===== src/rtl/cache_pkg.sv =====
// Shared definitions for the cache control block: maintenance op and
// command encodings, register word offsets and the channel FSM states.
package cache_pkg;

    // Maintenance op as written to CMD[9:8]: bit0 invalidate, bit1 writeback.
    typedef enum logic [1:0] {
        OP_NONE = 2'd0,
        OP_INV  = 2'd1,
        OP_WB   = 2'd2,
        OP_BOTH = 2'd3
    } cache_op_e;

    // Command codes presented to a cache channel on cmd.
    typedef enum logic [2:0] {
        cache_io_cmd_none    = 3'd0,
        cache_io_cmd_clear   = 3'd1,
        cache_io_cmd_wb      = 3'd2,
        cache_io_cmd_wbclear = 3'd3
    } cache_cmd_e;

    // Per-channel handshake state.
    typedef enum logic {
        CH_IDLE = 1'b0,
        CH_WAIT = 1'b1
    } chan_state_e;

    // Register word indices (byte address bits [7:2]).
    localparam logic [5:0] REG_CTRL        = 6'd0;
    localparam logic [5:0] REG_CMD         = 6'd1;
    localparam logic [5:0] REG_STATUS      = 6'd2;
    localparam logic [5:0] REG_REGION_BASE = 6'd4;

    // Field positions inside the registers.
    localparam int CTRL_TOP_IO_BIT    = 8;
    localparam int CTRL_REGION_EN_LSB = 16;
    localparam int CMD_OP_LSB         = 8;
    localparam int STATUS_ERR_LSB     = 8;

    // Map a non-zero op onto the command code driven to the cache.
    function automatic cache_cmd_e op_to_cmd(input logic [1:0] op);
        case (op)
            OP_INV:  op_to_cmd = cache_io_cmd_clear;
            OP_WB:   op_to_cmd = cache_io_cmd_wb;
            OP_BOTH: op_to_cmd = cache_io_cmd_wbclear;
            default: op_to_cmd = cache_io_cmd_none;
        endcase
    endfunction

endpackage


===== src/rtl/cache_cmd_chan.sv =====
// One maintenance-command channel: latches a request into cmd/cmd_valid and
// holds it until the cache accepts it.
//
// Handshake: cmd_valid/cmd_ready follow strict valid/ready rules. Once
// cmd_valid rises, cmd stays stable and cmd_valid stays high until the edge
// where cmd_valid & cmd_ready are both 1; cmd_ready while cmd_valid is low
// has no effect.
module cache_cmd_chan
    import cache_pkg::*;
(
    input  logic        clk,
    input  logic        rest,
    input  logic        req,
    input  logic [1:0]  op,
    input  logic        cmd_ready,
    output logic [2:0]  cmd,
    output logic        cmd_valid,
    output logic        busy,
    output logic        done_pulse,
    output logic        err_pulse,
    output chan_state_e state
);

    // Channel FSM with registered cmd/cmd_valid.
    always_ff @(posedge clk or negedge rest) begin
        if (!rest) begin
            state     <= CH_IDLE;
            cmd       <= cache_io_cmd_none;
            cmd_valid <= 1'b0;
        end else begin
            case (state)
                CH_IDLE: begin
                    if (req) begin
                        cmd       <= op_to_cmd(op);
                        cmd_valid <= 1'b1;
                        state     <= CH_WAIT;
                    end
                end
                CH_WAIT: begin
                    if (cmd_ready) begin
                        cmd_valid <= 1'b0;
                        state     <= CH_IDLE;
                    end
                end
                default: state <= CH_IDLE;
            endcase
        end
    end

    assign busy       = (state != CH_IDLE);
    // Completion is the accepting edge itself; STATUS captures it there.
    assign done_pulse = (state == CH_WAIT) & cmd_ready;
    // A request arriving while a command is outstanding is dropped.
    assign err_pulse  = req & (state != CH_IDLE);

endmodule


===== src/rtl/cache_region_ctr.sv =====
// Memory-mapped cache control: IO region table, per-channel cache enables,
// maintenance command issue and sticky done/err status.
module cache_region_ctr
    import cache_pkg::*;
#(
    parameter int REGION_NUM = 4,
    parameter int GRAN_BITS  = 10,
    parameter int CMD_CH     = 2
) (
    input  logic                  clk,
    input  logic                  rest,
    input  logic [31:0]           s0_address,
    input  logic [3:0]            s0_byteEnable,
    input  logic                  s0_read,
    output logic [31:0]           s0_readData,
    input  logic                  s0_write,
    input  logic [31:0]           s0_writeData,
    output logic                  s0_waitRequest,
    output logic                  s0_readDataValid,
    input  logic [32*CMD_CH-1:0]  look_addr,
    output logic [CMD_CH-1:0]     isIOAddrBlock,
    output logic [CMD_CH-1:0]     isEnableCache,
    output logic [3*CMD_CH-1:0]   cmd,
    output logic [CMD_CH-1:0]     cmd_valid,
    input  logic [CMD_CH-1:0]     cmd_ready
);

    localparam int RW = 32 - GRAN_BITS;

    logic [5:0]            widx;
    logic                  wr_ctrl, wr_cmd, wr_status;
    logic [CMD_CH-1:0]     en_q;
    logic                  top_io_q;
    logic [REGION_NUM-1:0] reg_en_q;
    logic [RW-1:0]         low_q  [REGION_NUM];
    logic [RW-1:0]         high_q [REGION_NUM];
    logic [CMD_CH-1:0]     done_q, err_q;
    logic [CMD_CH-1:0]     busy_v, done_v, err_v, req_v, chan_state_dbg;
    logic [1:0]            chan_op [CMD_CH];
    logic [31:0]           rd_mux;
    logic                  unused_ok;

    assign widx           = s0_address[7:2];
    assign wr_ctrl        = s0_write && (widx == REG_CTRL);
    assign wr_cmd         = s0_write && (widx == REG_CMD);
    assign wr_status      = s0_write && (widx == REG_STATUS);
    assign s0_waitRequest = 1'b0;
    assign isEnableCache  = en_q;

    // Per-channel request op: explicit CMD write ORed with the invalidate
    // that an enable 1->0 transition owes the cache.
    always_comb begin
        for (int c = 0; c < CMD_CH; c++) begin
            chan_op[c] = OP_NONE;
            if (wr_cmd && s0_writeData[c])
                chan_op[c] = chan_op[c] | s0_writeData[CMD_OP_LSB +: 2];
            if (wr_ctrl && en_q[c] && !s0_writeData[c])
                chan_op[c] = chan_op[c] | OP_INV;
            req_v[c] = |chan_op[c];
        end
    end

    // Configuration registers: CTRL fields and region boundaries.
    always_ff @(posedge clk or negedge rest) begin
        if (!rest) begin
            en_q     <= '1;
            top_io_q <= 1'b1;
            reg_en_q <= '0;
            for (int i = 0; i < REGION_NUM; i++) begin
                low_q[i]  <= '1;
                high_q[i] <= '0;
            end
        end else begin
            if (wr_ctrl) begin
                en_q     <= s0_writeData[CMD_CH-1:0];
                top_io_q <= s0_writeData[CTRL_TOP_IO_BIT];
                reg_en_q <= s0_writeData[CTRL_REGION_EN_LSB +: REGION_NUM];
            end
            for (int i = 0; i < REGION_NUM; i++) begin
                if (s0_write && (widx == REG_REGION_BASE + 6'(2*i)))
                    low_q[i] <= s0_writeData[31:GRAN_BITS];
                if (s0_write && (widx == REG_REGION_BASE + 6'(2*i + 1)))
                    high_q[i] <= s0_writeData[31:GRAN_BITS];
            end
        end
    end

    // Sticky done/err; a same-cycle set beats the write-1-to-clear.
    always_ff @(posedge clk or negedge rest) begin
        if (!rest) begin
            done_q <= '0;
            err_q  <= '0;
        end else begin
            done_q <= (done_q & ~(wr_status ? s0_writeData[CMD_CH-1:0] : '0)) | done_v;
            err_q  <= (err_q & ~(wr_status ? s0_writeData[STATUS_ERR_LSB +: CMD_CH] : '0)) | err_v;
        end
    end

    // Read mux; unmapped offsets fall through to zero.
    always_comb begin
        rd_mux = '0;
        case (widx)
            REG_CTRL: begin
                rd_mux[CMD_CH-1:0]                        = en_q;
                rd_mux[CTRL_TOP_IO_BIT]                   = top_io_q;
                rd_mux[CTRL_REGION_EN_LSB +: REGION_NUM]  = reg_en_q;
            end
            REG_CMD:    rd_mux[CMD_CH-1:0] = busy_v;
            REG_STATUS: begin
                rd_mux[CMD_CH-1:0]               = done_q;
                rd_mux[STATUS_ERR_LSB +: CMD_CH] = err_q;
            end
            default: rd_mux = '0;
        endcase
        for (int i = 0; i < REGION_NUM; i++) begin
            if (widx == REG_REGION_BASE + 6'(2*i))
                rd_mux = {low_q[i], {GRAN_BITS{1'b0}}};
            if (widx == REG_REGION_BASE + 6'(2*i + 1))
                rd_mux = {high_q[i], {GRAN_BITS{1'b0}}};
        end
    end

    // Registered read response, one cycle after the strobe.
    always_ff @(posedge clk or negedge rest) begin
        if (!rest) begin
            s0_readData      <= '0;
            s0_readDataValid <= 1'b0;
        end else begin
            s0_readDataValid <= s0_read;
            if (s0_read)
                s0_readData <= rd_mux;
        end
    end

    for (genvar c = 0; c < CMD_CH; c++) begin : g_ch
        logic [31:0] addr;
        logic        hit;
        chan_state_e st;

        assign addr = look_addr[32*c +: 32];

        // Unsigned region compare against the stored granule boundaries.
        always_comb begin
            hit = top_io_q & addr[31];
            for (int i = 0; i < REGION_NUM; i++) begin
                if (reg_en_q[i] && (addr[31:GRAN_BITS] >= low_q[i])
                                && (addr[31:GRAN_BITS] <= high_q[i]))
                    hit = 1'b1;
            end
        end

        assign isIOAddrBlock[c]  = hit;
        assign chan_state_dbg[c] = st;

        cache_cmd_chan u_chan (
            .clk        (clk),
            .rest       (rest),
            .req        (req_v[c]),
            .op         (chan_op[c]),
            .cmd_ready  (cmd_ready[c]),
            .cmd        (cmd[3*c +: 3]),
            .cmd_valid  (cmd_valid[c]),
            .busy       (busy_v[c]),
            .done_pulse (done_v[c]),
            .err_pulse  (err_v[c]),
            .state      (st)
        );
    end

    // Full-word bus and partially decoded address/data bits.
    assign unused_ok = ^{s0_byteEnable, s0_address, s0_writeData, look_addr, chan_state_dbg};

endmodule


===== config.mk =====
export PLATFORM = sky130hd
export DESIGN_NAME = cache_region_ctr
export DESIGN_NICKNAME = d
export VERILOG_FILES = /design/src/rtl/cache_pkg.sv /design/src/rtl/cache_cmd_chan.sv /design/src/rtl/cache_region_ctr.sv
export SDC_FILE = /design/constraint.sdc
export NUM_CORES = 1
export LEC_CHECK = 0
export CORE_MARGIN = 5
export CORE_UTILIZATION = 59
export CTS_CLUSTER_DIAMETER = 40
export DETAILED_ROUTE_END_ITERATION = 10
export DONT_BUFFER_PORTS = 1
export PLACE_DENSITY = 0.78
export REMOVE_ABC_BUFFERS = 1
export SYNTH_ARGS = -nofsm -noshare
export SYNTH_HDL_FRONTEND = slang
export SYNTH_SLANG_ARGS = --single-unit

===== constraint.sdc =====
create_clock -name clk -period 2.5 [get_ports clk]
set_clock_uncertainty 0.1 [all_clocks]
set_input_delay 0.375 -clock clk [delete_from_list [all_inputs] [get_ports clk]]
set_output_delay 0.375 -clock clk [all_outputs]
set_load 0.05 [all_outputs]

==> results of run 1 <==
-- flip-flops by register name, summed over array words and instances, names as in the netlist --
register and cells:
done_q 2, err_q 2, g_ch.u_chan.busy 2, g_ch.u_chan.cmd 4, g_ch.u_chan.cmd_valid 2, high_q 88, isEnableCache 2, low_q 88
reg_en_q 4, s0_readData 26, s0_readDataValid 1, top_io_q 1
-- metrics by stage --
stage,util (%),instances
floorplan,-,1802
global placement,69.6,2539
CTS,76.8,2652
detailed placement,69.6,2539
global route,77.4,2655
finish,77.4,2656
-- synth_stat cells (all sizes together) (3+ instances only) --
cell     count  share of area, %
ha         352                25
inv        201               4.2
mux2       144               9.0
o21ai      141               3.9
nand2      136               2.9
dfrtp      131                18
a21oi      123               3.4
dfstp       91                13
a21o        64               2.7
nand4       52               1.8
nor2        50               1.2
buf         45               1.5
a22oi       41               1.7
clkbuf      27              0.56
a31oi       25              0.87
nand3       25              0.70
a211oi      21              0.88
o211ai      21              0.88
o22ai       19              0.66
nand2b      16              0.56
and3        14              0.49
and4        13              0.63
nor3        13              0.43
nor2b       12              0.42
a221oi       8              0.39
a22o         8              0.39
mux2i        6              0.33
o21a         6              0.25
o31ai        6              0.25
a2111oi      4              0.20
a211o        4              0.20
mux4         4              0.50
nor3b        4              0.17
nor4         4              0.17
o2111ai      4              0.20
nor4b        3              0.15
o21bai       3              0.13
-- per-layer routing --
layer	GRT usage, %	wire (um)	up-vias
met5	0	0	-
met4	25.9	5580	0
met1	49.5	25600	8401
li1	-	-	7603
met2	64.6	31200	1111
met3	8.94	7280	337
-- power groups by stage --
stage,logic (mW),clock network (mW),registers [mW]
after global routing,5.69,6.14,4.75
after global placement,4.40,0,4.70
after CTS,4.98,5.95,4.69
after detailed placement,4.63,0,4.73
final,5.25,5.92,4.70
after floorplan,2.50,0,4.65
-- repair_timing --
action | 4_1_cts | 5_1_grt
buffers inserted | 4 | 2
resized for setup | 66 | 34
endpoints found under the setup margin | 2 | 2
hold endpoints to repair | 444 | 222
pin swaps | 28 | 26
-- cell families (layout without fill, tap and decap cells) --
kind of cell / Yosys count / after routing / synth area share, %
AOI/OAI and AO/OA: 515 / 515 / 17.9
adders and majority gates: 352 / 352 / 24.5
buffers and inverters: 273 / 663 / 6.23
DFF: 222 / 222 / 31.6
muxes: 154 / 154 / 9.87
other: 1 / 11 / 0.0209
and+or+nand+nor: 349 / 349 / 9.84
-- area by class of cell --
class | count | area, um2 | area share (%)
inverter | 201 | 754 | 3.26
clock buffer | 57 | 1200 | 5.18
clock inverter | 22 | 279 | 1.21
antenna | 2 | 5.00 | 0.0216
multi-input combinational | 1379 | 11700 | 50.5
sequential | 222 | 5670 | 24.5
tap | 390 | 488 | 2.11
timing repair buffer | 383 | 3050 | 13.2
-- how the worst min path moves through the flow --
stage	start	to	slack (ns)
6_report	rest	s0_readData[26]$_DFFE_PN0P_	-0.55
5_1_grt	rest	s0_readData[26]$_DFFE_PN0P_	-0.56
4_1_cts	rest	s0_readData[30]$_DFFE_PN0P_	-0.57
3_5_place_dp	rest	s0_readData[26]$_DFFE_PN0P_	-0.01
3_3_place_gp	rest	s0_readData[26]$_DFFE_PN0P_	-0.01
2_1_floorplan	rest	done_q[0]$_DFF_PN0_	-0.02
==> results.tsv, run 1 <==
stage	metric	value	unit
finish	layout cells sized above 1	32.8	%
worst_setup_path	RR Endpoint	s0_readData[10]$_DFFE_PN0P_	
clocking	CTS buffer count	43	
worst_setup_path	CP startpoint kind	flip-flop	
worst_setup_path	R2R Setup Slk	0.70	ns
timing	Final Hold Vio Count	222	
worst_setup_path	Register-to-Register Path Depth	6	
placed_design	IO Port Bufs	0	
clocking	H-tree Lvls	2	
outcome	status	complete, but fails checks	
finish	most frequent cells in the layout	buf_4, ha_1, inv_1	
power	Clk network pwr share	37.3	%
route	Final ANT Viol Nets	0	
job	max capacitance violation total	0	
timing	Slew headroom	54.6	%
synth	Post-synth EDFFs	0	
synth	cell area after synthesis	17900	um2
worst_setup_path	CP Depth	10	
power	Int Pwr	10.7	mW
worst_setup_path	CP Buf/Inv Count	2	
global_routing	total track usage	40.4	%
finish	Syn-to-layout area delta	28.9	%
finish	fin nets	2720	
worst_setup_path	Worst setup EP type	output port	
synth	synth unique cells	63	
power	Psw	5.18	mW
timing	final setup margin	-1.05	ns
worst_setup_path	CP max-delay cell	dfstp_2	
worst_setup_path	maximum fanout along the worst path	3	
power	Net Sw Frac	32.7	%
floorplanning	Die Span X	184	um
floorplanning	core outline area	29900	um2
clocking	Clock Sinks	222	
worst_setup_path	crit path cell chain	inv_1, ha_1, a21o_1, a21o_1, a211o_1, a31oi_1, o41ai_1, o2111ai_1, nand4_1, buf_6	
outcome	violated checks	negative hold slack, negative setup slack	
power	Pleak	11.0	nW
timing	maximum clock frequency	0.282	GHz
worst_setup_path	Crit Reg-Reg Startpoint	low_q[66]$_DFFE_PN1P_	
power	sequential fraction of design power	29.6	%
route	drc violations	0	
synth	ys async rst share	100	%
placed_design	pre-CTS WS	-0.642	ns
finish	most common cell after layout, fill and taps aside	buf_4	
synth	Seq/Total Area, Yosys	31.6	%
global_routing	largest net degree at the start of global routing	223	
placed_design	post-place instance area	20800	um2
worst_setup_path	cell mode on critical path	a21o_1	
floorplanning	number of top-level pins	184	
power	Comb pwr share	33.1	%
timing	setup TNS	-2.06	ns
route	vias	17452	
timing	Slew @ Worst Pin	0.679	ns
power	Worst VDD drop	0.555	mV
synth	Synth warnings	0	
route	DR vias/cell	6.57	
floorplanning	Initial Util	60.1	%
clocking	Post-CTS Hold Buffers	32	
worst_setup_path	crit path to	isIOAddrBlock[1]	
synth	#FFs+latches synth	222	
worst_setup_path	Arr. time, crit path	3.07	ns
floorplanning	Die Ht	184	um
clocking	CTS max path bufs	3	
finish	filler cell count	1944	
power	Pwr Density	686	nW/um2
global_routing	vias in the first global route	18197	
timing	RSZ-0062 raised after global routing	true	
synth	most common flop cell mapped by yosys	dfrtp_1	
clocking	worst skew pair latency	0.55	ns
placed_design	GP Congestion	1.07	
hold_path	Hold WC Path Type	in2async	
floorplanning	die area	34000	um2
route	final WL	69.6	mm
worst_setup_path	crit path launch	low_q[33]$_DFFE_PN1P_	
global_routing	GRT Residual Overflow	0	
timing	minimum clock period	3.55	ns
clocking	Root Buffer Master	clkbuf_16	
clocking	CTS clock-pin slew for the worst setup and hold paths	0.05	ns
placed_design	hpwl dp	49.6	mm
timing	# setup viols final	2	
worst_setup_path	Critical Path RT	2.03	ns
finish	post-route cell area	23100	um2
synth	Avg Cell Area, Syn	9.62	um2
timing	Hold Slack	-0.555	ns
power	final total power	15.9	mW
timing	Pins Over Slew Limit	0	
global_routing	antenna violations before repair	1	
global_routing	first-pass GRT wire length	105	mm
route	WL per Instance	26.2	um
timing	Final period util	142	%
worst_setup_path	WS Path Type	reg2out	
floorplanning	Site Rows	63	
route	DR pass1 iterations	6	
synth	Post-Synthesis Cells	1866	
route	DR iter-0 viols	2006	
worst_setup_path	CP top delay family	compound AO/OA/AOI/OAI gates	
worst_setup_path	CP max stage delay	0.55	ns
clocking	CTS tree	built	
Power figures use the tool's default switching activity.
==> run 2: changes to the inputs <==
- RECOVER_POWER: not set -> 50
- TNS_END_PERCENT: not set -> 30
==> results.tsv, run 2 (same netlist as run 1, synthesis figures left out) <==
stage	metric	value	unit
outcome	status	complete, but fails checks	
outcome	violated checks	negative hold slack, negative setup slack	
route	WL per Instance	26.2	um
floorplanning	Initial Util	60.1	%
finish	layout cells sized above 1	32.2	%
finish	most frequent cells in the layout	buf_4, ha_1, inv_1	
clocking	CTS buffer count	43	
power	sequential fraction of design power	29.7	%
timing	final setup margin	-1.01	ns
clocking	CTS max path bufs	3	
timing	Pins Over Slew Limit	0	
finish	Syn-to-layout area delta	28.2	%
placed_design	GP Congestion	1.07	
placed_design	hpwl dp	49.6	mm
route	vias	17484	
worst_setup_path	CP startpoint kind	flip-flop	
global_routing	first-pass GRT wire length	105	mm
worst_setup_path	Crit Reg-Reg Startpoint	low_q[66]$_DFFE_PN1P_	
finish	fin nets	2719	
timing	# setup viols final	21	
power	Net Sw Frac	32.8	%
timing	maximum clock frequency	0.285	GHz
power	final total power	15.9	mW
power	Worst VDD drop	0.553	mV
power	Comb pwr share	32.9	%
clocking	Clock Sinks	222	
floorplanning	number of top-level pins	184	
worst_setup_path	Critical Path RT	2.03	ns
worst_setup_path	maximum fanout along the worst path	3	
clocking	CTS clock-pin slew for the worst setup and hold paths	0.05	ns
power	Clk network pwr share	37.4	%
clocking	worst skew pair latency	0.56	ns
power	Psw	5.19	mW
worst_setup_path	Arr. time, crit path	3.04	ns
clocking	Root Buffer Master	clkbuf_16	
floorplanning	die area	34000	um2
timing	RSZ-0062 raised after global routing	true	
finish	Regs by FF count	high_q (88), low_q (88), s0_readData (26)	
clocking	CTS tree	built	
route	drc violations	0	
worst_setup_path	R2R Setup Slk	0.67	ns
worst_setup_path	Register-to-Register Path Depth	6	
hold_path	Hold WC Path Type	in2async	
placed_design	IO Port Bufs	0	
route	DR pass1 iterations	7	
worst_setup_path	Worst setup EP type	output port	
worst_setup_path	crit path launch	low_q[33]$_DFFE_PN1P_	
global_routing	antenna violations before repair	1	
floorplanning	Die Ht	184	um
floorplanning	core outline area	29900	um2
worst_setup_path	WS Path Type	reg2out	
power	Pwr Density	689	nW/um2
finish	filler cell count	1967	
global_routing	vias in the first global route	18197	
timing	Slew headroom	14.1	%
timing	Final Hold Vio Count	222	
global_routing	GRT Residual Overflow	0	
floorplanning	Die Span X	184	um
route	final WL	69.5	mm
clocking	H-tree Lvls	2	
power	Int Pwr	10.7	mW
floorplanning	Site Rows	63	
route	DR vias/cell	6.59	
job	max capacitance violation total	0	
clocking	Post-CTS Hold Buffers	32	
route	Final ANT Viol Nets	0	
finish	post-route cell area	23000	um2
global_routing	largest net degree at the start of global routing	223	
finish	most common cell after layout, fill and taps aside	buf_4	
timing	Final period util	141	%
timing	Hold Slack	-0.558	ns
timing	Slew @ Worst Pin	1.29	ns
placed_design	post-place instance area	20800	um2
power	Pleak	11.0	nW
route	DR iter-0 viols	2008	
timing	minimum clock period	3.51	ns
global_routing	total track usage	40.4	%
run 2: cell count changes in the layout (fill, tap and decap cells not counted), sizes merged:
cell | before | now
buf | 352 | 347
diode | 2 | 1
clkbuf | 57 | 61
run 2: worst paths after layout:
path,to
max in group asynchronous,low_q[71]$_DFFE_PN1P_
hold / removal,s0_readData[26]$_DFFE_PN0P_
hold reg to reg,high_q[12]$_DFFE_PN0P_
setup / recovery,isIOAddrBlock[1]
min in group clk,s0_readData[0]$_DFFE_PN0P_
setup reg to reg,s0_readData[10]$_DFFE_PN0P_
run 2: through the flow:
step | TNS [ns] | utilization (%) | cells | setup WS [ns]
final | -5.24 | 77.0 | 2654 | -1.01
after global placement | -1.09 | 69.6 | 2539 | -0.557
after detailed placement | -1.22 | 69.6 | 2539 | -0.642
after floorplan | -150.51 | - | 1802 | -2.11
after global routing | -6.11 | 77.0 | 2654 | -1.07
after CTS | -1.83 | 76.8 | 2652 | -0.917
run 2: cell type report:
cell class | instances | area (um2) | share of cell area, %
multi-input cells | 1379 | 11600 | 50.5
flip-flops and latches | 222 | 5670 | 24.7
repair buffers | 382 | 2990 | 13.0
clock buffers | 57 | 1200 | 5.21
inverters | 201 | 754 | 3.28
well taps | 390 | 488 | 2.12
clock inverters | 22 | 279 | 1.21
diodes | 1 | 2.50 | 0.0109
run 2: power groups by stage:
| stage | sequential, mW | combinational (mW) | clock [mW] |
|---|---|---|---|
| floorplan | 4.65 | 2.50 | 0 |
| global placement | 4.70 | 4.40 | 0 |
| detailed placement | 4.73 | 4.63 | 0 |
| CTS | 4.69 | 4.98 | 5.95 |
| global route | 4.75 | 5.66 | 6.14 |
| finish | 4.70 | 5.22 | 5.93 |
run 2: what timing repair did:
| action | CTS | global route |
|---|---|---|
| gates resized for setup | 66 | 25 |
| endpoints found under the hold margin | 444 | 222 |
| pin swaps | 28 | 17 |
| setup endpoints to repair | 2 | 2 |
| setup buffers | 4 | 1 |
run 2: critical path, cell delays in order (launching register included):
cell	delay, ns
dfstp_2	0.55
inv_1	0.07
ha_1	0.31
a21o_1	0.20
a21o_1	0.18
a211o_1	0.32
a31oi_1	0.15
o41ai_1	0.09
o2111ai_1	0.09
nand4_1	0.27
buf_6	0.25
run 2: per-layer routing:
metal / part of all wire, % / GRT usage (%) / vias to the layer above
met5: 0 / 0 / -
met4: 8.7 / 25.9 / 0
met3: 10 / 8.94 / 385
met2: 44 / 64.6 / 1090
met1: 37 / 49.5 / 8404
li1: - / - / 7605
